<file path="src/rtl/warblade_pkg.sv">
// Shared constants and slot state type for the Warblade enemy missile logic.
package warblade_pkg;

    localparam int unsigned COORD_W = 11;
    localparam int unsigned SCREEN_H = 768;
    localparam logic [COORD_W-1:0] PARK_X = 11'd0;
    localparam logic [COORD_W-1:0] PARK_Y = 11'h7FF;
    localparam int unsigned EN_MISSILE_NUM = 5;

    typedef enum logic {SlotIdle, SlotFlying} slot_state_e;

endpackage

</file>
<file path="src/rtl/enemy_missile_slot.sv">
// One enemy missile: loads launch coordinates, falls SPEED pixels per tick,
// and parks itself once y reaches Y_LIMIT.
module enemy_missile_slot
    import warblade_pkg::*;
#(
    parameter int unsigned SPEED   = 4,
    parameter int unsigned Y_LIMIT = SCREEN_H
) (
    input  logic               clk_i,
    input  logic               rst_ni,
    input  logic               load_i,
    input  logic               tick_i,
    input  logic [COORD_W-1:0] load_x_i,
    input  logic [COORD_W-1:0] load_y_i,
    output logic [COORD_W-1:0] x_o,
    output logic [COORD_W-1:0] y_o,
    output logic               flying_o
);

    localparam logic [COORD_W:0] SpeedExt = (COORD_W + 1)'(SPEED);

    slot_state_e        state_q;
    logic [COORD_W-1:0] x_q;
    logic [COORD_W-1:0] y_q;
    logic [COORD_W:0]   y_sum;

    // 12-bit sum so a missile near the bottom cannot wrap back to the top.
    assign y_sum = {1'b0, y_q} + SpeedExt;

    always_ff @(posedge clk_i or negedge rst_ni) begin
        if (!rst_ni) begin
            state_q <= SlotIdle;
            x_q     <= PARK_X;
            y_q     <= PARK_Y;
        end else begin
            case (state_q)
                SlotIdle: begin
                    if (load_i) begin
                        state_q <= SlotFlying;
                        x_q     <= load_x_i;
                        y_q     <= load_y_i;
                    end
                end
                SlotFlying: begin
                    if (tick_i) begin
                        if (32'(y_sum) >= Y_LIMIT) begin
                            state_q <= SlotIdle;
                            x_q     <= PARK_X;
                            y_q     <= PARK_Y;
                        end else begin
                            y_q <= y_sum[COORD_W-1:0];
                        end
                    end
                end
                default: state_q <= SlotIdle;
            endcase
        end
    end

    assign x_o      = x_q;
    assign y_o      = y_q;
    assign flying_o = (state_q == SlotFlying);

endmodule

</file>
<file path="src/rtl/enemy_missile_ctl.sv">
// Enemy missile controller: five slots, lowest-idle launch selection, launch
// cooldown and drop pulse. Define ENEMY_MISSILE_FREEZE_EN to honour freeze.
module enemy_missile_ctl
    import warblade_pkg::*;
#(
    parameter int unsigned SPEED    = 4,
    parameter int unsigned Y_LIMIT  = SCREEN_H,
    parameter int unsigned COOLDOWN = 8
) (
    input  logic               pclk,
    input  logic               rst,
    input  logic               frame_tick,
    input  logic               fire_req,
    input  logic [COORD_W-1:0] fire_x,
    input  logic [COORD_W-1:0] fire_y,
    input  logic               freeze,
    output logic [COORD_W-1:0] en_x_missile1,
    output logic [COORD_W-1:0] en_x_missile2,
    output logic [COORD_W-1:0] en_x_missile3,
    output logic [COORD_W-1:0] en_x_missile4,
    output logic [COORD_W-1:0] en_x_missile5,
    output logic [COORD_W-1:0] en_y_missile1,
    output logic [COORD_W-1:0] en_y_missile2,
    output logic [COORD_W-1:0] en_y_missile3,
    output logic [COORD_W-1:0] en_y_missile4,
    output logic [COORD_W-1:0] en_y_missile5,
    output logic [EN_MISSILE_NUM-1:0] active,
    output logic               drop
);

    localparam int unsigned CdW = (COOLDOWN < 1) ? 1 : $clog2(COOLDOWN + 1);

    logic                      tick_en;
    logic                      fire_en;
    logic [EN_MISSILE_NUM-1:0] flying;
    logic [EN_MISSILE_NUM-1:0] load;
    logic [COORD_W-1:0]        slot_x [EN_MISSILE_NUM];
    logic [COORD_W-1:0]        slot_y [EN_MISSILE_NUM];
    logic [CdW-1:0]            cd_q, cd_d;
    logic                      drop_q, drop_d;
    logic                      fire_ok;
    logic                      found;

`ifdef ENEMY_MISSILE_FREEZE_EN
    assign tick_en = frame_tick & ~freeze;
    assign fire_en = fire_req & ~freeze;
`else
    logic unused_freeze;
    assign unused_freeze = freeze;
    assign tick_en       = frame_tick;
    assign fire_en       = fire_req;
`endif

    // Selection uses the current flying flags, so a slot retiring this cycle
    // only becomes loadable on the next one.
    always_comb begin
        fire_ok = fire_en && (cd_q == '0);
        load    = '0;
        found   = 1'b0;
        for (int i = 0; i < int'(EN_MISSILE_NUM); i++) begin
            if (fire_ok && !flying[i] && !found) begin
                load[i] = 1'b1;
                found   = 1'b1;
            end
        end
        drop_d = fire_ok && (&flying);
        cd_d   = cd_q;
        if (found) begin
            cd_d = CdW'(COOLDOWN);
        end else if (tick_en && (cd_q != '0)) begin
            cd_d = cd_q - CdW'(1);
        end
    end

    always_ff @(posedge pclk or negedge rst) begin
        if (!rst) begin
            cd_q   <= '0;
            drop_q <= 1'b0;
        end else begin
            cd_q   <= cd_d;
            drop_q <= drop_d;
        end
    end

    for (genvar g = 0; g < EN_MISSILE_NUM; g++) begin : gen_slot
        enemy_missile_slot #(
            .SPEED   (SPEED),
            .Y_LIMIT (Y_LIMIT)
        ) u_slot (
            .clk_i    (pclk),
            .rst_ni   (rst),
            .load_i   (load[g]),
            .tick_i   (tick_en),
            .load_x_i (fire_x),
            .load_y_i (fire_y),
            .x_o      (slot_x[g]),
            .y_o      (slot_y[g]),
            .flying_o (flying[g])
        );
    end

    assign active        = flying;
    assign drop          = drop_q;
    assign en_x_missile1 = slot_x[0];
    assign en_x_missile2 = slot_x[1];
    assign en_x_missile3 = slot_x[2];
    assign en_x_missile4 = slot_x[3];
    assign en_x_missile5 = slot_x[4];
    assign en_y_missile1 = slot_y[0];
    assign en_y_missile2 = slot_y[1];
    assign en_y_missile3 = slot_y[2];
    assign en_y_missile4 = slot_y[3];
    assign en_y_missile5 = slot_y[4];

endmodule

</file>
<file path="config.mk">
export PLATFORM = sky130hd
export DESIGN_NAME = enemy_missile_ctl
export DESIGN_NICKNAME = d
export VERILOG_FILES = /design/src/rtl/warblade_pkg.sv /design/src/rtl/enemy_missile_slot.sv /design/src/rtl/enemy_missile_ctl.sv
export SDC_FILE = /design/constraint.sdc
export NUM_CORES = 1
export LEC_CHECK = 0
export BUFFER_PORTS_ARGS = -buffer_cell sky130_fd_sc_hd__buf_2
export CAP_MARGIN = 20
export CORE_ASPECT_RATIO = 0.75
export CORE_UTILIZATION = 40
export DETAILED_ROUTE_END_ITERATION = 10
export SLEW_MARGIN = 40
export SYNTH_ARGS = -nofsm -noshare
export SYNTH_HDL_FRONTEND = slang
export SYNTH_SLANG_ARGS = --single-unit
</file>
<file path="constraint.sdc">
create_clock -name pclk -period 1.9 [get_ports pclk]
set_input_delay 0.285 -clock pclk [delete_from_list [all_inputs] [get_ports pclk]]
set_output_delay 0.285 -clock pclk [all_outputs]
set_load 0.01 [all_outputs]
</file>
Word-level counts from Yosys, hierarchy flattened
Cells that the tools add are included.
{"block": "classes", "add_sub_neg": 6, "order_cmp": 5, "n_eq_ne": 15, "mux": 71, "bitwise": 5, "n_reduce_logical": 35}
{"cell": "2-to-1 mux 11 bit", "n": 30}
{"cell": "one-hot mux 11 bit (2 select lines)", "n": 10}
{"cell": "adder 11 x 3 -> 12 bit (second input constant)", "n": 5}
{"cell": ">= comparator 12 x 10 -> 1 bit (second input constant)", "n": 5}
{"cell": "2-to-1 mux 1 bit", "n": 24}
{"cell": "inequality test 2 bit (second input constant)", "n": 10}
{"cell": "AND reduction 3 bit", "n": 5}
{"cell": "logical AND 1 bit", "n": 12}
{"cell": "inequality test 2 x 1 -> 1 bit (second input constant)", "n": 5}
{"cell": "one-hot mux 1 bit (2 select lines)", "n": 5}
{"cell": "AND reduction 2 bit", "n": 5}
{"cell": "logical NOT 1 bit", "n": 9}
{"cell": "2-to-1 mux 4 bit", "n": 2}
{"cell": "NOT 1 bit", "n": 5}
{"cell": "AND reduction 5 bit", "n": 1}
{"cell": "logical NOT 4 bit", "n": 1}
{"cell": "nonzero test 4 bit", "n": 1}
{"cell": "subtractor 4 x 1 -> 4 bit (second input constant)", "n": 1}
{"cell": "nonzero test 2 bit", "n": 1}
{"block": "totals", "register_bits": 120, "input_bits": 27, "output_inout_bits": 116}

Depth between registers and ports, before layout
{"block": "logic_depth", "depth_word": 18, "mapped_depth": 10, "depth_no_buf": 7}

Modules after synthesis
From an unflattened synthesis, not the netlist that was laid out.
{"block": "unflattened", "hier_cells": 768, "hier_area_um2": 7115.6}
{"module": "enemy_missile_slot", "instances": 5, "cells_per_inst": 146, "area_each_um2": 1351.3}
{"module": "enemy_missile_ctl", "instances": 1, "cells_per_inst": 38, "area_each_um2": 359.1}

Worst setup path before layout
OpenSTA, ideal clock, no wires.
{"block": "synth_path", "path_type": "register -> register", "startpoint": "register gen_slot[3].u_slot.y_q[2]", "endpoint": "register gen_slot[3].u_slot.y_q[3]", "arrival_ps": 1861, "required_time_ps": 1794, "path_slack_ps": -67, "path_stages_with_launch": 8, "path_buffers": 1, "cell_sequence": "dfstp_2 ha_1 clkbuf_1 nand2_1 nor3_1 o21ai_0 a21boi_0 a21boi_0"}
{"block": "synth_via", "elab_chain_cells": 5}
{"element": "from (decl)", "line": "enemy_missile_slot.sv:24", "rtl": "logic [COORD_W-1:0] y_q;"}
{"element": "from (signal assigned)", "line": "enemy_missile_slot.sv:41", "rtl": "y_q <= load_y_i;"}
{"element": "from (signal assigned)", "line": "enemy_missile_slot.sv:51", "rtl": "y_q <= y_sum[COORD_W-1:0];"}
{"element": "adder 11 x 3 -> 12 bit (*)", "line": "enemy_missile_slot.sv:28", "rtl": "assign y_sum = {1'b0, y_q} + SpeedExt;"}
{"element": ">= comparator 12 x 10 -> 1 bit", "line": "enemy_missile_slot.sv:46", "rtl": "if (32'(y_sum) >= Y_LIMIT) begin"}
{"element": "2-to-1 mux 11 bit (*)", "line": "enemy_missile_slot.sv:46"}
{"element": "2-to-1 mux 11 bit (*)", "line": "enemy_missile_slot.sv:45", "rtl": "if (tick_i) begin"}
{"element": "one-hot mux 11 bit (2 select lines) (*)", "line": "enemy_missile_slot.sv:36", "rtl": "case (state_q)"}
Every way passes the cells marked *; elsewhere a longest branch is shown, timed or not. The select of a mux whose other input is x is not followed.
A chain may end at the register's enable or synchronous reset.

Final worst setup path
{"block": "layout_path", "startpoint": "register gen_slot[0].u_slot.y_q[2]", "endpoint": "register gen_slot[0].u_slot.x_q[7]"}
{"block": "layout_via", "elab_chain_cells": 4}
{"element": "from (decl)", "line": "enemy_missile_slot.sv:24"}
{"element": "from (signal assigned)", "line": "enemy_missile_slot.sv:41"}
{"element": "from (signal assigned)", "line": "enemy_missile_slot.sv:51"}
{"element": "adder 11 x 3 -> 12 bit", "line": "enemy_missile_slot.sv:28"}
{"element": ">= comparator 12 x 10 -> 1 bit", "line": "enemy_missile_slot.sv:46"}
{"element": "inequality test 2 bit (no line)"}
{"element": "AND reduction 3 bit (no line)"}
{"element": "to (signal assigned)", "line": "enemy_missile_slot.sv:40", "rtl": "x_q <= load_x_i;"}
{"element": "to (decl)", "line": "enemy_missile_slot.sv:23", "rtl": "logic [COORD_W-1:0] x_q;"}
Every way passes these cells.

==> reports/results.ini <==
[run_status]
outcome=complete, but fails checks
failed_checks=setup timing

[grt]
global_route.overflow_total=0
vias_in_the_first_global_route=6720
grt.total_usage=0.267
global_route_wire_length_before_repair_um=36500
antenna_found_initial=0
maximum_number_of_pins_on_one_net_before_global_route_repair=62

[final_layout]
finish.net_count=1019
layout.core_utilization=0.593
finish.cell_count_without_fillers=1208
drive_gt1_frac=0.478
area_growth_syn_to_layout_pct=45.3
diodes=0
stdcell_area_um2=9950

[timing]
fin_skew_ns=0.00889
rsz_0062_raised_after_global_routing=yes
timing.final.crit_share=1.02
final-hold-violation-count=0
slew_headroom=0.659
worst-slew-pin-transition_ns=0.509
report.final.slew_viol_count=0
highest_attainable_clock_frequency_mhz=517
final_setup_viols=35
setup_ws_ns=-0.0325
final_period_minus_worst_setup_slack_ns=1.93

[synth]
post_synth.cell_area_avg_um2=9.40
number_of_warning_messages_in_the_yosys_log=0
ys_seq_elements=120
synth_enable_flop_cells=0
synthDominantCellAreaShare=0.238
synth.lib_cells_used.distinct=76
most_used_dff_post_synth=sky130_fd_sc_hd__dfrtp_1
synth_cells=728
synth_sequential_area_ratio=0.449
async_reset_ff_frac=1.00
synth.net_count=767
synthMostInstantiatedCell=sky130_fd_sc_hd__nand2_1
syn-cell-area_um2=6850
post_synth_most_frequent_cells=84 x sky130_fd_sc_hd__nand2_1, 65 x sky130_fd_sc_hd__dfrtp_1, 55 x sky130_fd_sc_hd__dfstp_2
synth.top_cells.by_area=sky130_fd_sc_hd__dfrtp_1 24%, sky130_fd_sc_hd__dfstp_2 21%, sky130_fd_sc_hd__nand2_1 4.6%
synth_largest_area_cell=sky130_fd_sc_hd__dfrtp_1

[power_and_ir_drop]
leakagePower_nw=4.71
max_vdd_drop_mv=0.686
finalPower_w=0.0141
power_density_nw_per_um2=1420

[clock_network]
clk-insertion-delay-late_ns=0.42
clock_tree.buffer_depth=2
tritoncts_num_sinks=120
path_clk_slew_ns=0.06
cts_max_level=4
tritoncts=built
tritoncts.num_buffers=17
clk_root_buffer_cell=sky130_fd_sc_hd__clkbuf_16

[detailed_routing]
drt-pass1-iter-count=5
wl_per_cell_um=20.1
num_vias=7094
drt-total-wl_um=24300
drt_drc_violations_left=0
antenna_violating_nets_post_route=0
vias_per_cell=5.87
drt_iter0_markers=599

[worst_setup_path]
r2r_slack_ns=-0.03
critical_path_class=flop to flop
kind_of_capture_point_of_the_worst_setup_path=flop
critical_path.startpoint_type=flop
critical_path_required_ns=2.21
worst_ep_arrival_time_ns=2.24
critical_path_peak_fanout=6

[placement]
place.detailed.hpwl_um=16500
dpl_cell_area_um2=8420
gp_routability_congestion=0.930
post-place-cells=1136
i_o_buffers=141

[floorplan]
die_h_um=115
placementRows=41
design.core.area_um2=16800
pin_count=143
floorplan.initialDensity=0.408
die_width_um=153
die_area_um2=17600

[flow_run]
cap_viol_max_count=0

[worst_hold_path]
timing.hold.worst.class=input pin to flop

flip-flops by register name, summed over array words and instances, names as in the netlist:
signal                    flops
cd_q                          4
drop                          1
gen_slot.u_slot.flying_o      5
gen_slot.u_slot.x_o          55
gen_slot.u_slot.y_o          55
power breakdown:
group	internal, W	switching, W
Clock	0.00210	0.00121
Combinational	0.00301	0.00326
Sequential	0.00362	0.000903
Total	0.00873	0.00537
stage by stage:
stage,hold slack (ns),setup TNS (ns),setup WS [ns]
finish,0.176,-0.523,-0.0325
CTS,0.153,0,0.000490
floorplan,-0.0106,0,0.00374
global route,0.175,-4.00,-0.115
global placement,0.222,-5.81,-0.368
detailed placement,0.230,-7.07,-0.181
what timing repair did:
item	in CTS	in global routing
hold buffers	1	0
hold endpoints to repair	15	0
setup buffers	13	22
pin swaps	10	55
cloned	2	2
endpoints found under the setup margin	86	101
resized for setup	42	96
layer usage:
| layer | global-route usage | up-vias | share of wire |
|---|---|---|---|
| li1 | - | 3219 | - |
| met1 | 0.365 | 3537 | 0.44 |
| met2 | 0.409 | 290 | 0.47 |
| met3 | 0.0618 | 48 | 0.066 |
| met4 | 0.114 | 0 | 0.023 |
| met5 | 0 | - | 0 |
cells in the final DEF, fill, tap and decap left out, drive strengths merged, types with 8 or more instances in the layout:
cell      n
and2      9
nand3    39
and3     14
nor2     49
a21boi    8
ha       12
a22o     33
o31ai     8
dfstp    55
dfrtp    65
a21o     16
inv      18
o22ai    10
buf     279
a22oi    13
a21oi    27
o21ai    70
nand2    85
a31oi    12
mux2i    22
clkbuf   21
nor3     19
final timing paths:
kind                                             end  cells after the start                       from
setup / recovery           gen_slot[0].u_slot.x_o[7]                      7  gen_slot[0].u_slot.y_o[2]
hold / removal             gen_slot[0].u_slot.x_o[0]                      3                  fire_x[0]
setup reg to reg           gen_slot[0].u_slot.x_o[7]                      7  gen_slot[0].u_slot.y_o[2]
hold reg to reg            gen_slot[1].u_slot.y_o[0]                      2  gen_slot[1].u_slot.y_o[0]
max in group asynchronous  gen_slot[2].u_slot.y_o[1]                      3                        rst
min in group asynchronous  gen_slot[4].u_slot.x_o[1]                      2                        rst
layout make-up:
class,instances,area [um2]
multi-input cells,542,4000
clock buffers,21,450
inverters,19,71.3
fillers,1452,6830
repair buffers,280,1940
well taps,215,269
flip-flops and latches,120,3070
clock inverters,11,151
worst max-delay path: stages (launching register included):
cell and delay, ns:
sky130_fd_sc_hd__dfstp_2 0.60, sky130_fd_sc_hd__ha_4 0.15, sky130_fd_sc_hd__and3_4 0.21, sky130_fd_sc_hd__a311oi_4 0.11
sky130_fd_sc_hd__a41oi_4 0.24, sky130_fd_sc_hd__and4_4 0.32, sky130_fd_sc_hd__buf_12 0.14, sky130_fd_sc_hd__o21ai_2 0.05
logic make-up after synthesis:
kind of cell,synth area share
XOR/XNOR,0.00896
multiplexers,0.0338
adder cells (fa/ha/maj),0.0219
AND/OR/NAND/NOR,0.180
AO/OA/AOI/OAI,0.260
flip-flops,0.449
buffers and inverters,0.0459
Power figures use the tool's default switching activity.
